==> src/rtl/llc_mem_responder.sv <==
// Next-level memory model below the LLC: queues line-fill/write-back requests, answers in order.
// Latency: first response beat LATENCY+1 cycles after a request becomes queue head.
// Backpressure: req_ready drops when the queue is full; response beats hold while rsp_ready is low.
//
// Ports:
//   clk, rst              single clock, asynchronous active-high reset
//   req_valid/req_ready   request handshake; req_cmd 0=READ, 1=WRITE, 2/3 illegal; req_addr byte address
//   rsp_valid/rsp_ready   response handshake; rsp_data beat data, rsp_last final beat,
//                         rsp_write marks a write acknowledge
//   err_illegal           one-cycle pulse after an illegal command is accepted
// Optional: define LLC_MEM_STATS_EN to add stat_reads, stat_writes and stat_stall_cycles counters.

module llc_mem_responder #(
  parameter int ADDR_W  = 32,
  parameter int DATA_W  = 32,
  parameter int BEATS   = 16,
  parameter int LATENCY = 8,
  parameter int QDEPTH  = 4
) (
  input  logic              clk,
  input  logic              rst,
  input  logic              req_valid,
  output logic              req_ready,
  input  logic [1:0]        req_cmd,
  input  logic [ADDR_W-1:0] req_addr,
  output logic              rsp_valid,
  input  logic              rsp_ready,
  output logic [DATA_W-1:0] rsp_data,
  output logic              rsp_last,
  output logic              rsp_write,
  output logic              err_illegal
`ifdef LLC_MEM_STATS_EN
  ,
  output logic [31:0]       stat_reads,
  output logic [31:0]       stat_writes,
  output logic [31:0]       stat_stall_cycles
`endif
);

  localparam int PTR_W    = (QDEPTH > 1) ? $clog2(QDEPTH) : 1;
  localparam int CNT_W    = $clog2(QDEPTH) + 1;
  localparam int LINE_W   = ADDR_W - 6;
  localparam int BEAT_W   = (BEATS > 1) ? $clog2(BEATS) : 1;
  localparam int LAT_W    = (LATENCY > 0) ? $clog2(LATENCY + 1) : 1;
  localparam int LAT_INIT = (LATENCY > 0) ? LATENCY - 1 : 0;

  localparam logic [1:0] ST_IDLE = 2'd0;
  localparam logic [1:0] ST_WAIT = 2'd1;
  localparam logic [1:0] ST_SEND = 2'd2;

  // Request queue: only the line address and the read/write bit are kept.
  logic [LINE_W-1:0] q_line [QDEPTH];
  logic              q_wr   [QDEPTH];
  logic [PTR_W-1:0]  wr_ptr;
  logic [PTR_W-1:0]  rd_ptr;
  logic [CNT_W-1:0]  count;
  logic [CNT_W-1:0]  count_nxt;

  logic [1:0]        state;
  logic [LAT_W-1:0]  lat_cnt;
  logic [BEAT_W-1:0] beat_cnt;

  logic              accept;
  logic              push;
  logic              illegal_acc;
  logic              send;
  logic              head_wr;
  logic [ADDR_W-1:0] line_base;
  logic [ADDR_W-1:0] beat_addr;
  logic              last_beat;
  logic              pop;

  // The byte offset within the line never affects the response.
  logic unused_offset;
  assign unused_offset = ^req_addr[5:0];

  assign accept      = req_valid & req_ready;
  assign push        = accept & ~req_cmd[1];
  assign illegal_acc = accept & req_cmd[1];

  assign send      = (state == ST_SEND);
  assign head_wr   = q_wr[rd_ptr];
  assign line_base = {q_line[rd_ptr], 6'b0};
  assign beat_addr = line_base + (ADDR_W'(beat_cnt) << 2);
  assign last_beat = head_wr | (beat_cnt == BEAT_W'(BEATS - 1));
  assign pop       = send & rsp_ready & last_beat;

  // Outputs are decoded from registered state, so they are stable while stalled
  // and fall together with the asynchronous reset of the FSM.
  assign rsp_valid = send;
  assign rsp_write = send & head_wr;
  assign rsp_last  = send & last_beat;
  assign rsp_data  = (send & ~head_wr) ? DATA_W'(beat_addr) : '0;

  always_comb begin
    count_nxt = count;
    if (push && !pop) begin
      count_nxt = count + 1'b1;
    end else if (pop && !push) begin
      count_nxt = count - 1'b1;
    end
  end

  // Queue storage carries no reset; the occupancy count defines what is valid.
  always_ff @(posedge clk) begin
    if (push) begin
      q_line[wr_ptr] <= req_addr[ADDR_W-1:6];
      q_wr[wr_ptr]   <= req_cmd[0];
    end
  end

  always_ff @(posedge clk or posedge rst) begin
    if (rst) begin
      wr_ptr      <= '0;
      rd_ptr      <= '0;
      count       <= '0;
      req_ready   <= 1'b0;
      err_illegal <= 1'b0;
    end else begin
      if (push) wr_ptr <= wr_ptr + 1'b1;
      if (pop)  rd_ptr <= rd_ptr + 1'b1;
      count       <= count_nxt;
      // Registered from next occupancy: a pop frees a slot only from the next cycle.
      req_ready   <= (count_nxt != CNT_W'(QDEPTH));
      err_illegal <= illegal_acc;
    end
  end

  always_ff @(posedge clk or posedge rst) begin
    if (rst) begin
      state    <= ST_IDLE;
      lat_cnt  <= '0;
      beat_cnt <= '0;
    end else begin
      case (state)
        ST_IDLE: begin
          if (count != '0) begin
            if (LATENCY == 0) begin
              state <= ST_SEND;
            end else begin
              state   <= ST_WAIT;
              lat_cnt <= LAT_W'(LAT_INIT);
            end
          end
        end
        ST_WAIT: begin
          if (lat_cnt == '0) begin
            state <= ST_SEND;
          end else begin
            lat_cnt <= lat_cnt - 1'b1;
          end
        end
        ST_SEND: begin
          if (rsp_ready) begin
            if (last_beat) begin
              // Returning through IDLE guarantees a gap between responses.
              state    <= ST_IDLE;
              beat_cnt <= '0;
            end else begin
              beat_cnt <= beat_cnt + 1'b1;
            end
          end
        end
        default: state <= ST_IDLE;
      endcase
    end
  end

`ifdef LLC_MEM_STATS_EN
  always_ff @(posedge clk or posedge rst) begin
    if (rst) begin
      stat_reads        <= '0;
      stat_writes       <= '0;
      stat_stall_cycles <= '0;
    end else begin
      if (pop && !head_wr) stat_reads  <= stat_reads + 1'b1;
      if (pop && head_wr)  stat_writes <= stat_writes + 1'b1;
      if (send && !rsp_ready) stat_stall_cycles <= stat_stall_cycles + 1'b1;
    end
  end
`endif

endmodule

==> config.mk <==
export PLATFORM = sky130hd
export DESIGN_NAME = llc_mem_responder
export DESIGN_NICKNAME = d
export VERILOG_FILES = /design/src/rtl/llc_mem_responder.sv
export SDC_FILE = /design/constraint.sdc
export NUM_CORES = 1
export LEC_CHECK = 0
export CAP_MARGIN = 20
export CORE_ASPECT_RATIO = 1.5
export CORE_MARGIN = 3
export CORE_UTILIZATION = 55
export DETAILED_ROUTE_END_ITERATION = 8
export GPL_ROUTABILITY_DRIVEN = 0
export HOLD_SLACK_MARGIN = 0.15
export PLACE_DENSITY = 0.87
export SLEW_MARGIN = 20
export SYNTH_ARGS = -nofsm -noshare
export SYNTH_HDL_FRONTEND = slang
export SYNTH_SLANG_ARGS = --single-unit
==> constraint.sdc <==
create_clock -name clk -period 3.7 [get_ports clk]
set_clock_uncertainty 0.1 [all_clocks]
set_input_delay 0.74 -clock clk [delete_from_list [all_inputs] [get_ports clk]]
set_output_delay 0.74 -clock clk [all_outputs]
set_load 0.005 [all_outputs]
# Yosys cells after proc, flatten, opt, wreduce, memory -nomap -nowiden
# Memories as Yosys holds them, arrays and structs flattened.
# Index checks and enable logic that the tools add are counted.
# word_totals
reg_bits,19
ramBits,108
in_bits,38
output_inout_bits,37
elab_cells,62
mem_count,2
# mem_list
memory,depth,word_bits,read_ports,rd_clocked_by_memory_dff,write_ports,line_no,rtl
q_line,4,26,1,0,1,52,logic [LINE_W-1:0] q_line [QDEPTH];
q_wr,4,1,1,0,1,53,logic q_wr [QDEPTH];
# op_classes
add_sub_neg,7
eq_ne,9
mux,14
bitwise,11
n_reduce_logical,11
# ops
op,count
adder 32 x 6 -> 32 bit,1
2-to-1 mux 32 bit,1
2-to-1 mux 4 bit,3
AND 1 bit,8
2-to-1 mux 2 bit,4
!= test 2 bit (second input constant),4
case mux 4 bit (2 select lines),1
2-to-1 mux 3 bit,2
case mux 2 bit (3 select lines),1
adder 2 x 1 -> 2 bit (second input constant),2
adder 4 x 1 -> 4 bit (second input constant),1
equality test 4 bit (second input constant),1
zero test 4 bit,1
AND reduction 4 bit,1
subtractor 4 x 1 -> 4 bit (second input constant),1
adder 3 x 1 -> 3 bit (second input constant),1
!= test 3 bit (second input constant),1
AND reduction 3 bit,1
nonzero test 3 bit,1
subtractor 3 x 1 -> 3 bit (second input constant),1
equality test 2 x 1 -> 1 bit (second input constant),1
equality test 2 bit (second input constant),1
logical AND 1 bit,2
zero test 1 bit,2
7 further kinds,9

# Longest topological paths before layout
# Gate-level depths: netlist (run 1).
# depth
depth_word,7
ltp_mapped,8
ltp_nobuf,7

# Least setup slack after synthesis (run 1)
# OpenSTA, ideal clock, no wires.
# synth_path
path_kind,input to register
from,input req_cmd[1]
to,"memory q_line[0][0] in the netlist's numbering, enable pin"
setup_time_ns,0.386
arrival_ns,1.977
required_ns,3.214
path_slack_ns,1.237
path_stages,3
path_buffers,1
path_cell_list,and3b_1 > clkbuf_1 > and2_1
# synth_via
elab_chain_len,4
# synth_lines
element,line_no,rtl
"start, declared",24,"input logic [1:0] req_cmd,"
inverter 1 bit,78,assign push = accept & ~req_cmd[1];
AND 1 bit,78,
2-to-1 mux 1 bit,106,if (push) begin
2-to-1 mux 1 bit (implied by the code),107,q_line[wr_ptr] <= req_addr[ADDR_W-1:6];
"end, declared",52,
# No other way between the ends.

# Worst setup path in the final report (run 1)
# layout_path
from,register rd_ptr[0]
to,output rsp_data[12]
# layout_via
elab_chain_len,4
# layout_lines
element,line_no,rtl
"start, declared",55,logic [PTR_W-1:0] rd_ptr;
"start signal, assigned",121,if (pop) rd_ptr <= rd_ptr + 1'b1;
"parallel branches: the longest is 3 deep, another holds adder 32 x 6 -> 32 bit",--,
2-to-1 mux 32 bit *,93,assign rsp_data = (send & ~head_wr) ? DATA_W'(beat_addr) : '0;
"end, declared",28,"output logic [DATA_W-1:0] rsp_data,"
# Every way passes the cells marked *.

==> Implementation_results.wiki, run 1 <==
{| class="wikitable"
! Metric !! Value
|-
| Number of setup buffers added after CTS || 0
|-
| Register area share after synthesis || 0.718
|-
| Hold Path Origin || lat_cnt[0]$_DFFE_PP0P_
|-
| Synthesized area per cell || ~18 um2
|-
| Highest net fanout along the worst path || 30
|-
| Part of the total power dissipated in the clock network || 0.335
|-
| Synthesized netlist cell count || approximately 290
|-
| Required time reported for the critical path endpoint || 2860 ps
|-
| Wire length of the first global-routing pass || roughly 16 mm
|-
| # hold bufs at CTS || 0
|-
| Seq pwr share || 0.432
|-
| Clock tree from TritonCTS || yes
|-
| Final net count || approximately 420
|-
| Headroom to the max-slew limit || 0.502
|-
| Worst-Skew Late Latency || 410 ps
|-
| GRT Resource Usage Total || 0.205
|-
| Data arrival time at the worst-slack endpoint || around 2600 ps
|-
| Area of the core || ~9000 um2
|-
| Power density of the placed cells || approximately 680 nW/um2
|-
| Reg clk slew, reported paths || 50 ps
|-
| CP endpoint kind || primary output
|-
| Total global routing overflow || 0
|-
| Post-synth EDFFs || around 110
|-
| First drt pass iteration count || 4
|-
| Final setup fails || 0
|-
| Peak supply drop || around 470 uV
|-
| Fraction of final layout cells with drive strength greater than 1 || 0.175
|-
| Area of the die || around 11,000 um2
|-
| Critical path origin || rd_ptr[0]$_DFFE_PP0P_
|-
| Fmax || between 200 and 300 MHz
|-
| Reg-to-reg critical path startpoint || rd_ptr[0]$_DFFE_PP0P_
|-
| Pin count of the biggest net entering global routing || 31
|-
| Ports placed on the boundary || 75
|-
| Count of unique library cells instantiated by Yosys || 33
|-
| Crit share post-route || 0.926
|-
| Sink count of the clock tree || between 100 and 150
|-
| Relative contribution of combinational cells to total power || 0.233
|-
| Wirelength per Cell || 19.9 um
|-
| Final hold vios || 0
|-
| Number of antenna violations at the first check in global routing || 0
|-
| Sum Neg Setup Slack || 0 ps
|-
| Final Max Slew Viols || 0
|-
| Critical path launch point type || flop
|-
| Final HPWL from detailed placement || around 5.7 mm
|-
| Horiz. Die Dim || about 85 um
|-
| Series of cell instances along the critical path || mux4_2 -> or2_4 -> nor2b_1 -> clkdlybuf4s50_1
|-
| Warnings, synthesis || 0
|-
| Setup repair after global routing missed its margin || false
|-
| Cts bufs inserted || 17
|-
| Outcome || completed
|-
| Net Switching || around 1.2 mW
|-
| Count of state elements after synthesis || roughly 130
|-
| Final design utilization || 0.725
|-
| Combined area of all synthesized cells || 5180 um2
|-
| P_int || ~3.2 mW
|-
| Starting utilization of the core area || 0.577
|-
| Number of buffers added on ports || 66
|-
| Worst Hold Class || reg -> reg
|-
| Highest-count cells in the layout ignoring fill and taps || sky130_fd_sc_hd__edfxtp_1 (108), sky130_fd_sc_hd__clkdlybuf4s50_1 (66), sky130_fd_sc_hd__mux4_2 (28)
|-
| Maximum clock insertion buffer count || 2
|-
| Leakage dissipation || approximately 2.2 nW
|-
| Slowest-stage cell, CP || sky130_fd_sc_hd__mux4_2
|-
| Post-DR vias/cell || 5.56
|-
| Remaining number of nets flagged by the antenna check after routing || 0
|-
| Max-capacitance violation count || 0
|-
| DIE HEIGHT || roughly 120 um
|-
| N_diodes || 0
|-
| Worst slew pin tran || 746 ps
|-
| Flip-flop cell with the highest count after synthesis || sky130_fd_sc_hd__edfxtp_1
|-
| Highest cell delay on the worst timing path || about 590 ps
|-
| Leading cell type in the layout, fill and taps excluded || sky130_fd_sc_hd__edfxtp_1
|-
| Site Rows || 42
|-
| Drt total wl || 9.83 mm
|-
| # fillers || roughly 530
|-
| Async set-reset flop share out of synthesis || 0.150
|-
| Initial detailed-routing violation count || 170
|-
| Number of global-route vias before repair || approximately 3,000
|-
| CTS H-Tree Depth || 4
|-
| Critical path type || reg -> out
|-
| Signed area change from the synthesized netlist to the final layout || 25.7%
|-
| Final routed DRC violation total || 0
|-
| Root buffer cell || sky130_fd_sc_hd__clkbuf_16
|-
| Total number of vias || 2,739
|-
| Minimum period implied by the final worst setup slack || approximately 3400 ps
|-
| Sw Ratio || 0.268
|}
power groups by stage:
stage	Sequential, mW	Clock (mW)	Combinational, mW
final	1.91	1.48	1.03
after global routing	1.93	1.57	1.14
after CTS	1.90	1.50	1.05
after detailed placement	1.93	0	1.03
after global placement	1.91	0	1.00
after floorplan	1.90	0	0.786
stage by stage:
step	worst slack, ps	power [mW]	hold slack [ps]	cells	area, um2
floorplan	1240	2.68	363	293	5190
global placement	519	2.91	382	462	5980
detailed placement	482	2.96	408	462	5980
CTS	32.5	4.46	415	493	6510
global route	196	4.64	458	493	6510
finish	275	4.42	422	493	6510
per-layer routing:
layer,up-vias,share of wire,global-route usage
li1,1255,-,-
met1,1391,0.38,0.236
met2,78,0.55,0.340
met3,15,0.053,0.0715
met4,0,0.018,0.0923
met5,-,0,0
synthesized netlist by cell type, types with 2 or more instances:
cell type | n | area [um2]
sky130_fd_sc_hd__a21oi_1 | 3 | 15.0
sky130_fd_sc_hd__and2_1 | 6 | 37.5
sky130_fd_sc_hd__and3_1 | 2 | 12.5
sky130_fd_sc_hd__and3b_1 | 2 | 17.5
sky130_fd_sc_hd__buf_2 | 4 | 20.0
sky130_fd_sc_hd__buf_4 | 2 | 15.0
sky130_fd_sc_hd__clkbuf_1 | 7 | 26.3
sky130_fd_sc_hd__dfrtp_1 | 19 | 475
sky130_fd_sc_hd__edfxtp_1 | 108 | 3240
sky130_fd_sc_hd__ha_1 | 9 | 113
sky130_fd_sc_hd__inv_1 | 13 | 48.8
sky130_fd_sc_hd__mux4_2 | 28 | 631
sky130_fd_sc_hd__nand2_1 | 12 | 45.0
sky130_fd_sc_hd__nand2b_1 | 3 | 18.8
sky130_fd_sc_hd__nor2_1 | 14 | 52.6
sky130_fd_sc_hd__nor2b_1 | 27 | 169
sky130_fd_sc_hd__nor3_1 | 2 | 10.0
sky130_fd_sc_hd__o21ai_0 | 7 | 35.0
sky130_fd_sc_hd__or2_2 | 2 | 12.5
sky130_fd_sc_hd__xnor2_1 | 9 | 78.8
critical path: cells and delay by family, from the launching register on:
kind / cells / cell delay (ps)
AND/OR/NAND/NOR: 2 / 660
multiplexers: 1 / 590
buffers and inverters: 1 / 560
flip-flops: 1 / 370
path summary, 6_finish.rpt:
path                                                to  slack, ps  cells past startpoint
worst min register to register  lat_cnt[0]$_DFFE_PP0P_        420                      1
worst max register to register     req_ready$_DFF_PP0_       1540                      5
max in group asynchronous        rd_ptr[0]$_DFFE_PP0P_       2310                      2
min in group asynchronous         state[1]$_DFFE_PP0P_        670                      2
worst min-delay path            lat_cnt[0]$_DFFE_PP0P_        420                      1
worst max-delay path                      rsp_data[12]        280                      4
cells by family after synthesis:
| logic type | after synthesis | share of synthesized area |
|---|---|---|
| xor gates and xnor gates | 10 | 0.0169 |
| buffers and inverters | 26 | 0.0212 |
| muxes | 28 | 0.122 |
| other | 1 | 0.000724 |
| AOI/OAI and AO/OA | 17 | 0.0225 |
| adders and majority gates | 9 | 0.0217 |
| DFF | 127 | 0.718 |
| and+or+nand+nor | 74 | 0.0777 |
area by class of cell:
cell class | instances | area [um2] | share of cell area
clock buffers | 17 | 425 | 0.0653
inverters | 13 | 48.8 | 0.00749
multi-input cells | 140 | 1360 | 0.209
clock inverters | 14 | 103 | 0.0158
flip-flops and latches | 127 | 3720 | 0.571
repair buffers | 72 | 718 | 0.110
well taps | 110 | 138 | 0.0211
flip-flops by register name (all words and copies together), names as in the netlist:
| name | cells |
|---|---|
| rd_ptr | 2 |
| lat_cnt | 4 |
| q_wr | 4 |
| err_illegal | 1 |
| q_line | 104 |
| wr_ptr | 2 |
| beat_cnt | 4 |
| state | 2 |
| req_ready | 1 |
| count | 3 |
what timing repair did:
item,4_1_cts,5_1_grt
hold endpoints to repair,0,0
gates resized for setup,0,1
setup endpoints to repair,0,8
Power figures use the tool's default switching activity.
==> run 2, diff against run 1 <==
--- a/config.mk
+++ b/config.mk
@@ -5,9 +5,10 @@
 export SDC_FILE = /design/constraint.sdc
 export NUM_CORES = 1
 export LEC_CHECK = 0
+export ABC_CLOCK_PERIOD_IN_PS = 3700
 export CAP_MARGIN = 20
 export CORE_ASPECT_RATIO = 1.5
-export CORE_MARGIN = 3
+export CORE_MARGIN = 4
 export CORE_UTILIZATION = 55
 export DETAILED_ROUTE_END_ITERATION = 8
 export GPL_ROUTABILITY_DRIVEN = 0
==> Implementation_results.wiki, run 2 (synthesis gave the netlist of run 1 again) <==
{| class="wikitable"
! Metric !! Value
|-
| Outcome || completed
|-
| Number of buffers and inverters on the critical path || 1
|-
| Worst slew pin tran || approximately 730 ps
|-
| Hold Worst Slack || slightly above 400 ps
|-
| CP endpoint kind || primary output
|-
| Data arrival time at the worst-slack endpoint || roughly 2800 ps
|-
| Signed area change from the synthesized netlist to the final layout || 27.9%
|-
| Final routed DRC violation total || 0
|-
| Worst-Skew Late Latency || 400 ps
|-
| Series of cell instances along the critical path || mux4_2 -> or2_2 -> nor2b_1 -> clkdlybuf4s50_1
|-
| Peak supply drop || 456 uV
|-
| Horiz. Die Dim || 87.3 um
|-
| Highest net fanout along the worst path || 30
|-
| Fraction of final layout cells with drive strength greater than 1 || 0.186
|-
| GRT Resource Usage Total || 0.207
|-
| Slowest-stage cell, CP || sky130_fd_sc_hd__mux4_2
|-
| Crit share post-route || 0.969
|-
| Critical path depth || 4
|-
| Largest reg by FF count || q_line
|-
| Final instance area || 6630 um2
|-
| Headroom to the max-slew limit || 0.510
|-
| Power density of the placed cells || between 700 and 800 nW/um2
|-
| Final HPWL from detailed placement || 6.15 mm
|-
| Reg-to-reg critical path startpoint || rd_ptr[0]$_DFFE_PP0P_
|-
| Worst R2R End || req_ready$_DFF_PP0_
|-
| Final setup fails || 0
|-
| N_diodes || 0
|-
| Cells on worst reg2reg path || 5
|-
| Number of setup buffers added after CTS || 0
|-
| Number of global-route vias before repair || roughly 3,000
|-
| Wire length of the first global-routing pass || between 15 and 20 mm
|-
| Total number of vias || 2,797
|-
| Pin count of the biggest net entering global routing || 31
|-
| Final net count || 422
|-
| Cts bufs inserted || 17
|-
| Critical path type || reg -> out
|-
| Critical path launch point type || flop
|-
| Highest-count cells in the layout ignoring fill and taps || sky130_fd_sc_hd__edfxtp_1 (108), sky130_fd_sc_hd__clkdlybuf4s50_1 (66), sky130_fd_sc_hd__mux4_2 (28)
|-
| Root buffer cell || sky130_fd_sc_hd__clkbuf_16
|-
| Site Rows || 43
|-
| Reg clk slew, reported paths || approximately 50 ps
|-
| Highest cell delay on the worst timing path || between 500 and 600 ps
|-
| Post-DR vias/cell || roughly 5.6
|-
| Sum Neg Setup Slack || 0 ps
|-
| Wirelength per Cell || 20.6 um
|-
| Sink count of the clock tree || roughly 130
|-
| Leakage dissipation || 2.30 nW
|-
| Family with the most delay on the worst path || simple AND/OR/NAND/NOR gates
|-
| Number of antenna violations at the first check in global routing || 0
|-
| Total global routing overflow || 0
|-
| Clock tree from TritonCTS || yes
|-
| FF-to-FF setup slack || approximately 1600 ps
|-
| Remaining number of nets flagged by the antenna check after routing || 0
|-
| Initial detailed-routing violation count || around 170
|-
| Max-capacitance violation count || 0
|-
| Final Max Slew Viols || 0
|-
| Minimum period implied by the final worst setup slack || between 3000 and 4000 ps
|-
| Maximum clock insertion buffer count || 2
|-
| Number of buffers added on ports || 66
|-
| Critical path destination || rsp_data[24]
|-
| Worst Hold Class || reg -> reg
|-
| Cell area reported after detailed placement || roughly 6000 um2
|-
| Area of the core || 9200 um2
|-
| Setup repair after global routing missed its margin || false
|-
| Required time reported for the critical path endpoint || between 2000 and 3000 ps
|-
| Fmax || ~280 MHz
|-
| # fillers || 515
|-
| Leading cell type in the layout, fill and taps excluded || sky130_fd_sc_hd__edfxtp_1
|-
| Critical path origin || rd_ptr[0]$_DFFE_PP0P_
|-
| First drt pass iteration count || 4
|-
| Starting utilization of the core area || 0.563
|-
| Area of the die || between 10,000 and 15,000 um2
|-
| Flip-flop count of the largest register after layout || around 100
|-
| Resized Gates After CTS || 0
|-
| Drt total wl || about 10 mm
|-
| Final hold vios || 0
|-
| # hold bufs at CTS || 0
|-
| Ports placed on the boundary || 75
|-
| DIE HEIGHT || around 130 um
|-
| CTS H-Tree Depth || 4
|}
==> run 2: area by class of cell <==
class,instances,area [um2],share of cell area
multi-input cells,140,1360,0.205
clock buffers,20,437,0.0659
clock inverters,12,191,0.0289
repair buffers,76,736,0.111
inverters,13,48.8,0.00736
flip-flops and latches,127,3720,0.561
well taps,112,140,0.0211
==> run 2: per-stage QoR <==
stage / util / power [mW] / setup WS (ps) / instances
after floorplan: - / 2.68 / 1240 / 293
after global placement: 0.652 / 2.91 / 546 / 468
after detailed placement: 0.652 / 2.98 / 509 / 468
after CTS: 0.721 / 4.74 / 79.8 / 500
after global routing: 0.721 / 4.92 / 3.95 / 500
final: 0.721 / 4.70 / 114 / 500
==> run 2: routing by layer <==
metal	track usage	part of all wire	up-vias
li1	-	-	1263
met1	0.239	0.36	1409
met2	0.349	0.56	100
met3	0.0533	0.047	25
met4	0.107	0.032	0
met5	0	0	-
==> run 2: worst min path at each step <==
stage | startpoint | to | slack (ps) | cells past startpoint
final | lat_cnt[0]$_DFFE_PP0P_ | lat_cnt[0]$_DFFE_PP0P_ | 400 | 1
after global routing | lat_cnt[0]$_DFFE_PP0P_ | lat_cnt[0]$_DFFE_PP0P_ | 420 | 1
after CTS | lat_cnt[0]$_DFFE_PP0P_ | lat_cnt[0]$_DFFE_PP0P_ | 410 | 1
after detailed placement | lat_cnt[0]$_DFFE_PP0P_ | lat_cnt[0]$_DFFE_PP0P_ | 400 | 1
after global placement | lat_cnt[0]$_DFFE_PP0P_ | lat_cnt[0]$_DFFE_PP0P_ | 380 | 1
after floorplan | lat_cnt[0]$_DFFE_PP0P_ | lat_cnt[0]$_DFFE_PP0P_ | 360 | 1
==> run 2: where the power goes <==
part | total [mW] | internal [mW] | switching [mW] | leakage (nW)
sequential | 1.91 | 1.80 | 0.115 | 1.21
combinational | 1.05 | 0.539 | 0.508 | 0.801
clock | 1.74 | 1.19 | 0.556 | 0.297
total | 4.70 | 3.52 | 1.18 | 2.30
==> run 3, diff against run 2 <==
--- a/config.mk
+++ b/config.mk
@@ -14,7 +14,6 @@
 export GPL_ROUTABILITY_DRIVEN = 0
 export HOLD_SLACK_MARGIN = 0.15
 export PLACE_DENSITY = 0.87
-export SLEW_MARGIN = 20
 export SYNTH_ARGS = -nofsm -noshare
 export SYNTH_HDL_FRONTEND = slang
 export SYNTH_SLANG_ARGS = --single-unit
==> results of run 3 <==
The final DEF is identical to that of run 2; final timing and power are the same.
==> RTL edit 1: new RTL, config.mk and constraints of run 2 <==
Set the parameter `ADDR_W` to 64 (it was 32).
--- a/src/rtl/llc_mem_responder.sv
+++ b/src/rtl/llc_mem_responder.sv
@@ -11,7 +11,7 @@
 // Optional: define LLC_MEM_STATS_EN to add stat_reads, stat_writes and stat_stall_cycles counters.
 
 module llc_mem_responder #(
-  parameter int ADDR_W  = 32,
+  parameter int ADDR_W  = 64,
   parameter int DATA_W  = 32,
   parameter int BEATS   = 16,
   parameter int LATENCY = 8,
Interface: changed (resized req_addr); port bits go from 75 to 107. The function was not compared with the original's and may differ.
==> RTL edit 1 against run 2 <==
Total power shrank 6.1%; cell area shrank 0.96%; core utilization shrank 0.69 points; register-to-register slack lost 100 ps; worst setup slack gained 24 ps; combinational power shrank 10%; area after synthesis shrank 0.46%; sequential cell count is the same; first-iteration DRC count shrank 20%; count of clock-buffer cells in the layout shrank 1; routed wire length shrank 8.9%.
==> RTL edit 1: results (changes against run 2) <==
* Clock Tree Root: sky130_fd_sc_hd__clkbuf_16
* Number of vias per cell after detailed routing at 5.56 (-0.64%)
* Post-placement cell area at 0.00599 sq mm (-0.25%)
* Share of cell area taken by muxes after synthesis at 11.8% (-0.38 points)
* Total Wirelength at 9370 um (-8.9%)
* Cell count after placement at 466 (-0.43%)
* Antenna diodes at 0 (unchanged)
* Signal arrival time at the worst endpoint at 2720 ps (-30 ps)
* Mapped Avg Cell Area at 17.6 sq um (-0.80%)
* Leakage power of the design at 2.28 nW (-0.91%)
* Overall routing resource usage at 19.3% (-1.4 points)
* Met1 Use GR at 21.2% (-2.7 points)
* Part of the Yosys area used for sequential elements at 72.1% (+0.33 points)
* Vias in the first global route at 3074 (+1.7%)
* Top post-synthesis cells by count: sky130_fd_sc_hd__edfxtp_1, sky130_fd_sc_hd__mux4_2, sky130_fd_sc_hd__nor2b_1, sky130_fd_sc_hd__dfrtp_1, sky130_fd_sc_hd__nor2_1
* Placed wire-length estimate after detailed placement at 6130 um (-0.28%)
* P_int at 0.00331 W (-6.1%)
* Routed length on met3 at 441 um (-9.1%)
* Layout net count at 452 (+7.1%)
* Hold Path Origin: lat_cnt[0]
* Post-synth top flop: sky130_fd_sc_hd__edfxtp_1
* Complex-gate fraction of the synthesized area at 2.40% (+0.16 points)
* Worst hold margin at 409 ps (+5.90 ps)
* Global-route wire length before repair at 15400 um (-6.1%)
* Violation count after the first detailed-route iteration at 133 (-20%)
* Max IR drop VDD at 464 uV (+1.8%)
* Post-Route M1 WL at 3470 um (-7.3%)
* Adder-Cell Fraction of Synth Area at 2.18% (+0.010 points)
* Worst-Margin Slew at 735 ps (+0.946 ps)
* Outcome: finished clean
* Non-filler instance count after layout at 498 (-0.40%)
* Most area-consuming cells after synthesis: sky130_fd_sc_hd__edfxtp_1, sky130_fd_sc_hd__mux4_2, sky130_fd_sc_hd__dfrtp_1
* Largest net degree at the start of global routing at 31 (unchanged)
* Worst setup timing slack at the placement stage at 521 ps (+11.8 ps)
* Highest net fanout along the worst path at 30 (unchanged)
* Met3 track demand over resource in global routing at 6.04% (+0.71 points)
* Global routing usage on met2 at 33.2% (-1.6 points)
* Number of distinct library cells after synthesis at 36 (+9.1%)
* Worst reg-to-reg setup slack at 1460 ps (-100 ps)
* Met2 WL at 5310 um (-7.3%)
* Layout cell share with drive strength beyond 1 at 16.8% (-1.7 points)
* FILL cells at 579 (+12%)
* Xor/xnor share of the synthesized area at 1.70% (+0.0078 points)
[RTL edit 1: cell families after synthesis]
family          after synthesis
flops                       127
compound gates               19
buf+inv                      29
other cells                   1
simple gates                 71
xor+xnor                     10
fa+ha+maj                     9
mux                          27
[RTL edit 1: worst max-delay path: stages, from the launching register on]
cell and delay (ps):
sky130_fd_sc_hd__dfrtp_2 360, sky130_fd_sc_hd__mux4_2 570, sky130_fd_sc_hd__or2_2 570, sky130_fd_sc_hd__nor2b_1 270, sky130_fd_sc_hd__clkdlybuf4s50_1 530
[RTL edit 1: worst max path at each step]
stage | slack [ps] | cells after the start | endpoint | from
2_1_floorplan | 1260 | 4 | rsp_data[13] | rd_ptr[0]
5_1_grt | 4 | 4 | rsp_data[11] | rd_ptr[0]
4_1_cts | 90 | 4 | rsp_data[11] | rd_ptr[0]
3_5_place_dp | 520 | 4 | rsp_data[11] | rd_ptr[0]
3_3_place_gp | 540 | 4 | rsp_data[11] | rd_ptr[0]
6_report | 140 | 4 | rsp_data[11] | rd_ptr[0]
[RTL edit 1: power groups by stage]
stage,combinational (W),clock (W),sequential (W)
2_1_floorplan,0.000711,0,0.00187
3_3_place_gp,0.000913,0,0.00188
3_5_place_dp,0.000953,0,0.00190
4_1_cts,0.000963,0.00163,0.00187
5_1_grt,0.00105,0.00170,0.00189
6_report,0.000945,0.00160,0.00187
[RTL edit 1: final cells by class]
| class | count | area [sq um] | share of cell area, % |
|---|---|---|---|
| inverter | 14 | 52.6 | 0.800 |
| multi-input combinational | 138 | 1320 | 20.1 |
| clock buffer | 19 | 433 | 6.59 |
| tap | 112 | 140 | 2.13 |
| sequential | 127 | 3720 | 56.7 |
| clock inverter | 13 | 146 | 2.23 |
| timing repair buffer | 75 | 753 | 11.5 |
==> RTL edit 2: new RTL, config.mk and constraints of run 2 <==
Made on the original files. Remove the register `err_illegal`: a continuous assignment takes its place, so the output `err_illegal` follows one clock earlier. Comments in the files are not updated.
--- a/src/rtl/llc_mem_responder.sv
+++ b/src/rtl/llc_mem_responder.sv
@@ -115,16 +115,16 @@
       rd_ptr      <= '0;
       count       <= '0;
       req_ready   <= 1'b0;
-      err_illegal <= 1'b0;
     end else begin
       if (push) wr_ptr <= wr_ptr + 1'b1;
       if (pop)  rd_ptr <= rd_ptr + 1'b1;
       count       <= count_nxt;
       // Registered from next occupancy: a pop frees a slot only from the next cycle.
       req_ready   <= (count_nxt != CNT_W'(QDEPTH));
-      err_illegal <= illegal_acc;
     end
   end
+
+  assign err_illegal = illegal_acc;
 
   always_ff @(posedge clk or posedge rst) begin
     if (rst) begin
Check against the original RTL: not equivalent (Yosys sat finds a counterexample within 4 cycles, from zero or initial values and one cycle with rst high).
==> RTL edit 2 against run 2 <==
Count of clock-buffer cells in the layout is 1 lower; cell area shrank 0.98%; critical path depth unchanged; worst setup slack better by 190 ps; total power decreased by 3.4%; clock power fell by 7%; largest power group unchanged; sequential share of layout area rose by 0.17 points; sequential cell count is 1 lower; routed wire length decreased by 5.2%; area after synthesis fell by 0.48%; critical endpoint is now rsp_data[22]; largest cell class unchanged; critical path type unchanged.
==> RTL edit 2: results (changes against run 2) <==
* Post-placement cell area at 0.00598 sq mm (-0.33%)
* Endpoint of the most critical register-to-register path: req_ready
* Total Wirelength at 9750 um (-5.2%)
* Met1 Use GR at 22.5% (-1.5 points)
* Adder-Cell Fraction of Synth Area at 2.18% (+0.011 points)
* Share of cell area taken by muxes after synthesis at 12.2% (+0.059 points)
* Largest net degree at the start of global routing at 31 (unchanged)
* Highest net fanout along the worst path at 30 (unchanged)
* Top post-synthesis cells by count: sky130_fd_sc_hd__edfxtp_1, sky130_fd_sc_hd__mux4_2, sky130_fd_sc_hd__nor2b_1, sky130_fd_sc_hd__dfrtp_1, sky130_fd_sc_hd__nor2_1
* Layout cell share with drive strength beyond 1 at 18.1% (-0.42 points)
* Xor/xnor share of the synthesized area at 1.70% (+0.0082 points)
* Total count of max-transition violations in the final report at 0 (unchanged)
* Max clock buf depth at 2 (unchanged)
* Number of warnings printed during yosys synthesis at 0 (unchanged)
* Signal arrival time at the worst endpoint at 2560 ps (-190 ps)
* Max IR drop VDD at 568 uV (+24%)
* Num CTS Buffers at 17 (unchanged)
* Overall routing resource usage at 20.1% (-0.57 points)
* DRT Pass-1 Iters at 5 (+1)
* Global-route wire length before repair at 16100 um (-2.0%)
* Complex-gate fraction of the synthesized area at 2.26% (+0.011 points)
* Clock-pin slew on the worst setup and hold paths at 50 ps (about the same)
* Number of routed nets with antenna violations at 0 (unchanged)
* Layout net count at 420 (-0.47%)
* Worst-Margin Slew at 683 ps (-51.0 ps)
* Worst setup timing slack at the placement stage at 543 ps (+34.2 ps)
* Count leader, synth: sky130_fd_sc_hd__edfxtp_1
* Leakage power of the design at 2.27 nW (-1.6%)
* Reported net switching power at 0.00117 W (-0.63%)
* Met3 track demand over resource in global routing at 6.95% (+1.6 points)
* Part of the Yosys area used for sequential elements at 71.6% (-0.14 points)
* Worst reg-to-reg setup slack at 1520 ps (-40 ps)
* Share of synthesized flip-flops with an asynchronous set or reset at 14.3% (-0.67 points)
* Via count at 2770 (-0.97%)
* Register name with the most flops: q_line
* Most area-consuming cells after synthesis: sky130_fd_sc_hd__edfxtp_1, sky130_fd_sc_hd__mux4_2, sky130_fd_sc_hd__dfrtp_1
* FILL cells at 559 (+8.5%)
* Post-CTS Resized at 0 (unchanged)
* Worst hold path type: reg -> reg
* Number of antenna violations at the first check in global routing at 0 (unchanged)
* Number of buffers inserted by post-CTS setup repair at 0 (unchanged)
* Timing-limited maximum frequency at 294 MHz (+5.5%)
* Non-filler instance count after layout at 498 (-0.40%)
* Vias in the first global route at 3070 (+1.6%)
* Capture point of the critical path: rsp_data[22]
* Global routing usage on met2 at 35.4% (+0.58 points)
* Cell count after placement at 466 (-0.43%)
* Placed wire-length estimate after detailed placement at 6090 um (-0.96%)
* Outcome: finished clean
* Violation count after the first detailed-route iteration at 160 (-3.6%)
* Clock insertion delay at the later pin of the skew report at 400 ps (about the same)
* Post-synth EDFFs at 108 (unchanged)
* Gate count after technology mapping at 291 (-0.34%)
* Number of flip-flops under the largest register name at 104 (unchanged)
-- RTL edit 2: metrics by stage --
stage	hold slack, ps	total power (W)
6_report	393	0.00454
5_1_grt	428	0.00477
4_1_cts	397	0.00458
3_5_place_dp	388	0.00295
3_3_place_gp	377	0.00291
2_1_floorplan	363	0.00267
-- RTL edit 2: worst min-delay path by stage --
stage	from	endpoint	slack (ps)	cells after the start
final	lat_cnt[0]	lat_cnt[0]	390	1
after global routing	lat_cnt[0]	lat_cnt[0]	430	1
after CTS	lat_cnt[0]	lat_cnt[0]	400	1
after detailed placement	lat_cnt[0]	lat_cnt[0]	390	1
after global placement	lat_cnt[0]	lat_cnt[0]	380	1
after floorplan	lat_cnt[0]	lat_cnt[0]	360	1
-- RTL edit 2: final cells by class --
class,count,area (sq um),area share (%)
clock inverters,13,148,2.25
clock buffers,19,433,6.59
well taps,112,140,2.13
inverters,13,48.8,0.743
repair buffers,75,741,11.3
flip-flops and latches,126,3690,56.3
multi-input cells,140,1360,20.7
-- RTL edit 2: cell families after synthesis --
group / after synthesis
AOI/OAI and AO/OA: 17
xor gates and xnor gates: 10
adders and majority gates: 9
buffers and inverters: 26
DFF: 126
muxes: 28
other: 1
and+or+nand+nor: 74
-- RTL edit 2: per-layer routing --
| metal | wire length (um) | vias up | share of wire (%) |
|---|---|---|---|
| li1 | - | 1261 | - |
| met1 | 3590 | 1421 | 37 |
| met2 | 5560 | 70 | 57 |
| met3 | 440 | 18 | 4.5 |
| met4 | 155 | 0 | 1.6 |
| met5 | 0 | - | 0 |
-- RTL edit 2: power groups by stage --
| stage | clock network, W | registers (W) | logic, W |
|---|---|---|---|
| 3_5_place_dp | 0 | 0.00191 | 0.00104 |
| 3_3_place_gp | 0 | 0.00190 | 0.00101 |
| 2_1_floorplan | 0 | 0.00188 | 0.000786 |
| 6_report | 0.00161 | 0.00189 | 0.00104 |
| 5_1_grt | 0.00170 | 0.00191 | 0.00115 |
| 4_1_cts | 0.00163 | 0.00189 | 0.00106 |
-- RTL edit 2: worst max-delay path, delay by kind of cell (launching register included) --
kind,cells,cell delay [ps]
AND/OR/NAND/NOR,2,650
multiplexers,1,580
buffers and inverters,1,540
flip-flops,1,380
